## config.mk

```make
export PLATFORM = sky130hd
export DESIGN_NAME = mc_cmd_scheduler
export DESIGN_NICKNAME = d
export VERILOG_FILES = /design/src/rtl/mc_pkg.sv /design/src/rtl/mc_req_fifo.sv /design/src/rtl/mc_cmd_scheduler.sv
export SDC_FILE = /design/constraint.sdc
export NUM_CORES = 2
export LEC_CHECK = 0
export ABC_CLOCK_PERIOD_IN_PS = 9700
export CAP_MARGIN = 5
export CORE_AREA = 2 2 317 319
export DETAILED_ROUTE_END_ITERATION = 10
export DIE_AREA = 0 0 319 321
export GPL_ROUTABILITY_DRIVEN = 0
export PLACE_DENSITY = 0.78
export SETUP_SLACK_MARGIN = 0.5
export SYNTH_ARGS = -nofsm -noshare
export SYNTH_HDL_FRONTEND = slang
export SYNTH_SLANG_ARGS = --single-unit
```

## constraint.sdc

```tcl
create_clock -name clock -period 9.7 [get_ports clock]
set_input_delay 2.91 -clock clock [delete_from_list [all_inputs] [get_ports clock]]
set_output_delay 2.91 -clock clock [all_outputs]
set_load 0.02 [all_outputs]
```

## src/rtl/mc_pkg.sv

```systemverilog
// Shared types for the memory-controller command scheduler.
//   cmd_e         : DRAM command encoding driven on cmd
//   memop_e       : trace op-codes understood by the scheduler
//   trace_entry_t : one parsed trace record {ts, op, addr}, ts in the MSBs
//   dram_addr_t   : decoded DRAM coordinates of a request
//   state_e       : scheduler FSM states
//   decode_line() : cache-line address -> DRAM coordinates
package mc_pkg;

  localparam int ADDR_W    = 36;
  localparam int MEMOP_W   = 12;
  localparam int TIME_W    = 12;
  localparam int ENTRY_W   = TIME_W + MEMOP_W + ADDR_W;
  localparam int LINE_W    = ADDR_W - 6;  // addr[5:0] is the byte offset within a line
  localparam int NUM_BANKS = 32;
  localparam int BIDX_W    = 5;           // {bg, bank}
  localparam int ROW_W     = 16;

  typedef enum logic [1:0] {
    CMD_PRE = 2'd0,
    CMD_ACT = 2'd1,
    CMD_RD  = 2'd2,
    CMD_WR  = 2'd3
  } cmd_e;

  typedef enum logic [MEMOP_W-1:0] {
    MEMOP_READ   = 12'd0,
    MEMOP_WRITE  = 12'd1,
    MEMOP_IFETCH = 12'd2
  } memop_e;

  typedef struct packed {
    logic [TIME_W-1:0]  ts;
    logic [MEMOP_W-1:0] op;
    logic [ADDR_W-1:0]  addr;
  } trace_entry_t;

  typedef struct packed {
    logic [ROW_W-1:0] row;
    logic [2:0]       bg;
    logic [1:0]       bank;
    logic [8:0]       col;
  } dram_addr_t;

  typedef enum logic [2:0] {
    ST_IDLE,
    ST_PRE,
    ST_WAIT_RP,
    ST_ACT,
    ST_WAIT_RCD,
    ST_CAS,
    ST_WAIT_DATA
  } state_e;

  // line = addr[35:6]: col=addr[14:6], bg=addr[17:15], bank=addr[19:18], row=addr[35:20]
  function automatic dram_addr_t decode_line(input logic [LINE_W-1:0] line);
    dram_addr_t d;
    d.col  = line[8:0];
    d.bg   = line[11:9];
    d.bank = line[13:12];
    d.row  = line[29:14];
    return d;
  endfunction

  function automatic logic op_is_legal(input logic [MEMOP_W-1:0] op);
    return (op == MEMOP_READ) || (op == MEMOP_WRITE) || (op == MEMOP_IFETCH);
  endfunction

endpackage

```

## src/rtl/mc_req_fifo.sv

```systemverilog
// Synchronous first-word-fall-through FIFO holding pending trace entries.
//   clock, reset_n : clock and asynchronous active-low reset (flushes pointers)
//   push, wr_data  : write an entry (ignored when full)
//   pop            : drop the head entry (ignored when empty)
//   rd_data        : current head entry, valid while !empty
//   full, empty    : occupancy flags; count : number of stored entries
module mc_req_fifo #(
  parameter  int WIDTH = 60,
  parameter  int DEPTH = 16,            // power of 2
  localparam int AW    = $clog2(DEPTH),
  localparam int CW    = AW + 1
) (
  input  logic             clock,
  input  logic             reset_n,
  input  logic             push,
  input  logic [WIDTH-1:0] wr_data,
  input  logic             pop,
  output logic [WIDTH-1:0] rd_data,
  output logic             full,
  output logic             empty,
  output logic [CW-1:0]    count
);

  logic [WIDTH-1:0] mem [DEPTH];
  logic [AW-1:0]    wr_ptr;
  logic [AW-1:0]    rd_ptr;
  logic             do_push;
  logic             do_pop;

  assign full    = (count == CW'(DEPTH));
  assign empty   = (count == '0);
  assign do_push = push && !full;
  assign do_pop  = pop && !empty;
  assign rd_data = mem[rd_ptr];

  // NOTE: the storage array is deliberately left out of reset; a slot is only
  // ever read after it has been written, so resetting it would buy nothing.
  always_ff @(posedge clock) begin
    if (do_push) mem[wr_ptr] <= wr_data;
  end

  // NOTE: state registers use non-blocking assignments so every flop samples
  // pre-edge values regardless of statement order.
  always_ff @(posedge clock or negedge reset_n) begin
    if (!reset_n) begin
      wr_ptr <= '0;
      rd_ptr <= '0;
      count  <= '0;
    end else begin
      if (do_push) wr_ptr <= wr_ptr + AW'(1);
      if (do_pop)  rd_ptr <= rd_ptr + AW'(1);
      count <= count + CW'(do_push) - CW'(do_pop);
    end
  end

endmodule

```

## src/rtl/mc_cmd_scheduler.sv

```systemverilog
// In-order DRAM command scheduler with open-page policy.
//   clock, reset_n : clock and asynchronous active-low reset
//   data_req       : registered; ready for a parser entry (!full && !shutdown)
//   data_rdy       : parser entry on data_read is valid this cycle
//   data_read      : {time, op, addr}
//   shutdown       : stop requesting entries; queued entries still drain
//   cycle          : free-running CPU cycle count
//   cmd_valid/cmd/cmd_bg/cmd_bank/cmd_row/cmd_col : one-cycle DRAM command
//   complete       : pulse when a request's data phase ends
//   err_op         : pulse the cycle after an illegal-op entry is dropped
//   overflow       : sticky; an entry arrived while the queue was full
//   done           : shutdown, queue empty and FSM idle
module mc_cmd_scheduler
  import mc_pkg::*;
#(
  parameter int ADDR_WIDTH  = 36,
  parameter int MEMOP_WIDTH = 12,
  parameter int TIME_WIDTH  = 12,
  parameter int QDEPTH      = 16,
  parameter int T_RP        = 4,   // >= 2
  parameter int T_RCD       = 4,   // >= 2
  parameter int T_CL        = 6,
  parameter int T_BURST     = 2    // T_CL + T_BURST >= 2
) (
  input  logic                                        clock,
  input  logic                                        reset_n,
  output logic                                        data_req,
  input  logic                                        data_rdy,
  input  logic [TIME_WIDTH+MEMOP_WIDTH+ADDR_WIDTH-1:0] data_read,
  input  logic                                        shutdown,
  output logic [63:0]                                 cycle,
  output logic                                        cmd_valid,
  output logic [1:0]                                  cmd,
  output logic [2:0]                                  cmd_bg,
  output logic [1:0]                                  cmd_bank,
  output logic [15:0]                                 cmd_row,
  output logic [8:0]                                  cmd_col,
  output logic                                        complete,
  output logic                                        err_op,
  output logic                                        overflow,
  output logic                                        done
);

  localparam int EW = TIME_WIDTH + MEMOP_WIDTH + ADDR_WIDTH;
  localparam int CW = $clog2(QDEPTH) + 1;

  // Wait states are entered one cycle after the command, and the next command
  // is registered on the last wait cycle, hence the "- 2".
  localparam logic [7:0] RP_INIT   = 8'(T_RP - 2);
  localparam logic [7:0] RCD_INIT  = 8'(T_RCD - 2);
  localparam logic [7:0] DATA_INIT = 8'(T_CL + T_BURST - 2);

  // ---------------- request queue ----------------
  logic [EW-1:0] fifo_rd_data;
  logic          fifo_full;
  logic          fifo_empty;
  logic [CW-1:0] fifo_count;
  logic [CW-1:0] count_next;
  logic          in_legal;
  logic          push;
  logic          pop;

  state_e        state;
  logic [7:0]    wait_cnt;
  cmd_e          cmd_q;

  assign in_legal   = op_is_legal(data_read[ADDR_WIDTH +: MEMOP_WIDTH]);
  assign push       = data_rdy && in_legal && !fifo_full;
  assign pop        = (state == ST_CAS);
  assign count_next = fifo_count + CW'(push) - CW'(pop);

  mc_req_fifo #(
    .WIDTH (EW),
    .DEPTH (QDEPTH)
  ) u_fifo (
    .clock   (clock),
    .reset_n (reset_n),
    .push    (push),
    .wr_data (data_read),
    .pop     (pop),
    .rd_data (fifo_rd_data),
    .full    (fifo_full),
    .empty   (fifo_empty),
    .count   (fifo_count)
  );

  // ---------------- head decode ----------------
  trace_entry_t      head;
  dram_addr_t        head_dec;
  logic [BIDX_W-1:0] head_idx;
  logic              head_eligible;
  logic              head_is_write;
  logic              head_hit;
  logic              unused_addr_lsbs;

  assign head             = trace_entry_t'(fifo_rd_data);
  assign head_dec         = decode_line(head.addr[ADDR_W-1:6]);
  assign head_idx         = {head_dec.bg, head_dec.bank};
  assign head_eligible    = !fifo_empty && (cycle >= 64'(head.ts));
  assign head_is_write    = (head.op == MEMOP_WRITE);
  assign unused_addr_lsbs = ^head.addr[5:0];

  // ---------------- bank tracking ----------------
  logic [NUM_BANKS-1:0] bank_open;
  logic [ROW_W-1:0]     bank_row [NUM_BANKS];
  logic                 act_issue;

  assign head_hit  = bank_open[head_idx] && (bank_row[head_idx] == head_dec.row);
  assign act_issue = ((state == ST_IDLE) && head_eligible && !bank_open[head_idx]) ||
                     ((state == ST_WAIT_RP) && (wait_cnt == '0));

  // Row tags are only meaningful while the matching bank_open bit is set.
  always_ff @(posedge clock) begin
    if (act_issue) bank_row[head_idx] <= head_dec.row;
  end

  // ---------------- scheduler FSM ----------------
  // The head is not popped until its CAS, so head_* stays stable from the
  // IDLE decision through PRE/ACT/CAS and the address fields are latched once.
  always_ff @(posedge clock or negedge reset_n) begin
    if (!reset_n) begin
      state     <= ST_IDLE;
      wait_cnt  <= '0;
      cmd_valid <= 1'b0;
      cmd_q     <= CMD_PRE;
      cmd_bg    <= '0;
      cmd_bank  <= '0;
      cmd_row   <= '0;
      cmd_col   <= '0;
      complete  <= 1'b0;
      bank_open <= '0;
    end else begin
      cmd_valid <= 1'b0;
      complete  <= 1'b0;
      case (state)
        ST_IDLE: begin
          if (head_eligible) begin
            cmd_valid <= 1'b1;
            cmd_bg    <= head_dec.bg;
            cmd_bank  <= head_dec.bank;
            cmd_row   <= head_dec.row;
            cmd_col   <= head_dec.col;
            if (head_hit) begin
              state <= ST_CAS;
              cmd_q <= head_is_write ? CMD_WR : CMD_RD;
            end else if (bank_open[head_idx]) begin
              state               <= ST_PRE;
              cmd_q               <= CMD_PRE;
              bank_open[head_idx] <= 1'b0;
            end else begin
              state               <= ST_ACT;
              cmd_q               <= CMD_ACT;
              bank_open[head_idx] <= 1'b1;
            end
          end
        end
        ST_PRE: begin
          state    <= ST_WAIT_RP;
          wait_cnt <= RP_INIT;
        end
        ST_WAIT_RP: begin
          if (wait_cnt == '0) begin
            state               <= ST_ACT;
            cmd_valid           <= 1'b1;
            cmd_q               <= CMD_ACT;
            bank_open[head_idx] <= 1'b1;
          end else begin
            wait_cnt <= wait_cnt - 8'd1;
          end
        end
        ST_ACT: begin
          state    <= ST_WAIT_RCD;
          wait_cnt <= RCD_INIT;
        end
        ST_WAIT_RCD: begin
          if (wait_cnt == '0) begin
            state     <= ST_CAS;
            cmd_valid <= 1'b1;
            cmd_q     <= head_is_write ? CMD_WR : CMD_RD;
          end else begin
            wait_cnt <= wait_cnt - 8'd1;
          end
        end
        ST_CAS: begin
          state    <= ST_WAIT_DATA;
          wait_cnt <= DATA_INIT;
        end
        ST_WAIT_DATA: begin
          if (wait_cnt == '0) begin
            state    <= ST_IDLE;
            complete <= 1'b1;
          end else begin
            wait_cnt <= wait_cnt - 8'd1;
          end
        end
        default: state <= ST_IDLE;
      endcase
    end
  end

  assign cmd = cmd_q;

  // ---------------- status and cycle counter ----------------
  always_ff @(posedge clock or negedge reset_n) begin
    if (!reset_n) begin
      cycle    <= '0;
      data_req <= 1'b0;
      err_op   <= 1'b0;
      overflow <= 1'b0;
      done     <= 1'b0;
    end else begin
      cycle    <= cycle + 64'd1;
      // Look ahead at the post-edge occupancy so data_req drops right after
      // the accept that fills the queue.
      data_req <= (count_next != CW'(QDEPTH)) && !shutdown;
      err_op   <= data_rdy && !in_legal;
      overflow <= overflow || (data_rdy && fifo_full);
      done     <= shutdown && fifo_empty && (state == ST_IDLE);
    end
  end

endmodule

```

==> metrics.md <==
| Metric | Value |
|---|---|
| VDD IR-drop max | `192 uV` |
| Syn Std Cell Area | `0.0601 mm2` |
| DIE HEIGHT | `321 um` |
| Layout cells sized above 1 | `15.8%` |
| Max FO, Critical Path | `52` |
| Final period utilization | `72.3%` |
| Endpoints failing setup | `0` |
| Clock insertion delay at the later pin of the skew report | `780 ps` |
| Detailed Routing Iterations Pass 1 | `8` |
| Most frequent cells in the layout | `1376 x edfxtp_1, 393 x nand2_1, 208 x mux4_2` |
| Vias in the first global route | `34068` |
| First-pass GRT wire length | `221000 um` |
| CTS tree | `built` |
| Post-synthesis sequential area ratio | `75.3%` |
| Ys async rst share | `10.3%` |
| Area of the multi-input gates | `0.0141 mm2` |
| Die area | `0.102 mm2` |
| Worst slew margin | `16.7%` |
| Crit path kind | `reg -> reg` |
| Syn_nets | `3555` |
| I/O Buffers | `159` |
| Clock sink count | `1534` |
| FP Rows | `116` |
| Post-CTS setup buffers | `0` |
| Post-synth cell types | `69` |
| Main synth FF type | `edfxtp_1` |
| Clock root cell | `clkbuf_16` |
| # IOs | `166` |
| Max Freq | `0.143 GHz` |
| Sw Ratio | `22.0%` |
| Placeable Area | `0.0993 mm2` |
| Pin count of the biggest net entering global routing | `146` |
| Nets@finish | `3818` |
| Hold WS | `463 ps` |
| Inserted Clock Buffers | `150` |
| Max-slew violations | `0` |
| Power consumption | `13.8 mW` |
| Final WS setup | `2690 ps` |
| DP HPWL | `82900 um` |
| Drt first-iter violations | `4331` |
| Remaining global-route overflow | `0` |
| Post-placement worst setup slack | `2530 ps` |
| Cell Pwr Density | `202 mW/mm2` |
| Comb pwr share | `6.4%` |
| Post-Layout Cell Count | `5146` |
| # fillers | `6120` |
| Initial antenna violation count | `12` |
| Syn_area_per_cell | `17.4 um2` |
| Routed wire length | `150000 um` |
| Number of cells in the design after placement | `4870` |
| Post_cts resized | `0` |
| Max capacitance violation total | `0` |
| Setup tns final | `0 ps` |
| Cells after Synth | `3461` |
| Switch Pwr | `3.04 mW` |
| Global-route usage over all layers | `29.5%` |
| Area Overhead vs Synth | `14.0%` |
| Clk slew on worst S/H paths | `60 ps` |
| Worst Path Required | `10130 ps` |
| Ys Warns | `0` |
| Detailed-route DRC error count | `0` |
| EDFF count, synth | `1376` |
| Worst-Margin Slew | `1240 ps` |
| Final core occ | `69.1%` |
| Vias | `33891` |
| CTS HTree Levels | `4` |
| Die W | `319 um` |
| Crit path time final | `7010 ps` |
| Hold_buf cts | `0` |
| Worst Hold Class | `reg -> reg` |
| RSZ-0062 raised after global routing | `no` |
| Placed cell areas | `0.0638 mm2` |
| WP data arrival | `7450 ps` |
| LEAKAGE | `23.1 nW` |
| Startpoint types | `flip-flop` |
| Internal | `10.8 mW` |
| Storage cell area | `0.0453 mm2` |
| Final Skew | `39.8 ps` |
| Sequential cell fraction of total power | `52.6%` |
| Final Hold Fails | `0` |
| Deepest clock path buffer count | `3` |
| Initial Utilization | `60.6%` |
| Design area | `0.0686 mm2` |
| Status | `completed` |
| Commonest non-fill, non-tap cell in the layout | `edfxtp_1` |
| Drt wl/cell | `29.1 um` |
| Clock Power Share | `41.0%` |
| DR vias/cell | `6.59` |
| FF+latch count, synth | `1534` |
| ANT nets after route | `0` |
| Crit path capture type | `flip-flop` |
## layout make-up
cell class | instances | share of cell area [%]
Tap cell | 1298 | 2.37
Multi-Input combinational cell | 1693 | 20.5
Inverter | 60 | 0.328
Clock buffer | 195 | 5.81
Timing Repair Buffer | 285 | 3.74
Antenna cell | 7 | 0.0255
Sequential cell | 1534 | 66.1
Clock inverter | 74 | 1.15
## sequential cells by signal, indices dropped and copies added, names as in the netlist, 2 cells and up, named ones only
register,count
cmd_col,9
cmd,2
state,3
u_fifo.rd_ptr,4
u_fifo.mem,864
cmd_bg,3
u_fifo.count,5
u_fifo.wr_ptr,4
wait_cnt,8
bank_row,512
cmd_row,16
cmd_bank,2
cycle,64
## path summary, 6_finish.rpt
path                                              start                       end  slack [ps]  cells after the start
min in group asynchronous                       reset_n    cmd_col[8]$_DFFE_PN0P_        2220                      1
max reg2reg                u_fifo.rd_ptr[2]$_DFFE_PN0P_  bank_row[3][5]$_DFFE_PP_        2690                     14
min                                  overflow$_DFF_PN0_        overflow$_DFF_PN0_         460                      1
max                        u_fifo.rd_ptr[2]$_DFFE_PN0P_  bank_row[3][5]$_DFFE_PP_        2690                     14
min reg2reg                          overflow$_DFF_PN0_        overflow$_DFF_PN0_         460                      1
max in group asynchronous                       reset_n       cycle[19]$_DFF_PN0_        5860                      2
## critical path, stage by stage, from the launching register on
cell and delay (ps):
dfrtp_4 770, buf_4 790, mux4_2 420, mux2_2 330, and2_1 260, nor2_4 500, buf_4 440, o211ai_1 140
a22oi_1 310, nand4_1 290, inv_1 260, a31o_2 450, nand2_1 580, nor2_2 700, buf_4 350
## layer usage
| metal | GRT usage, % | up-vias | routed length, um |
|---|---|---|---|
| met5 | 0 | - | 61 |
| met3 | 6.38 | 425 | 15300 |
| met2 | 48.1 | 2101 | 73900 |
| met4 | 13.8 | 10 | 6780 |
| met1 | 38.4 | 17181 | 53700 |
| li1 | - | 14174 | - |
## synthesized netlist by cell type (59+ instances only)
master,n,area share [%]
edfxtp_1,1376,69
nand2_1,395,2.5
mux4_2,208,7.8
dfrtp_1,158,6.6
mux2i_1,132,2.2
nor2_1,109,0.68
clkbuf_1,96,0.60
nand3_1,93,0.77
nand4_1,89,0.93
a21oi_1,79,0.66
inv_1,60,0.37
xnor2_1,59,0.86
## power groups by stage
| stage | sequential, mW | clock [mW] | combinational [mW] |
|---|---|---|---|
| 2_1_floorplan | 7.41 | 0 | 0.565 |
| 6_report | 7.28 | 5.67 | 0.886 |
| 5_1_grt | 7.29 | 5.97 | 0.953 |
| 3_3_place_gp | 7.42 | 0 | 0.844 |
| 4_1_cts | 7.28 | 5.71 | 0.878 |
| 3_5_place_dp | 7.42 | 0 | 0.867 |
## cell families (layout without fill, tap and decap cells)
logic type / after synthesis / count (layout) / synth area share [%]
AND/OR/NAND/NOR: 887 / 887 / 7.05
adder cells (fa/ha/maj): 30 / 30 / 0.649
other: 0 / 7 / 0
AO/OA/AOI/OAI: 332 / 332 / 3.74
buffers and inverters: 234 / 614 / 1.69
flip-flops: 1534 / 1534 / 75.3
XOR/XNOR: 87 / 87 / 1.27
multiplexers: 357 / 357 / 10.3
(Power assumes the default switching activity.)
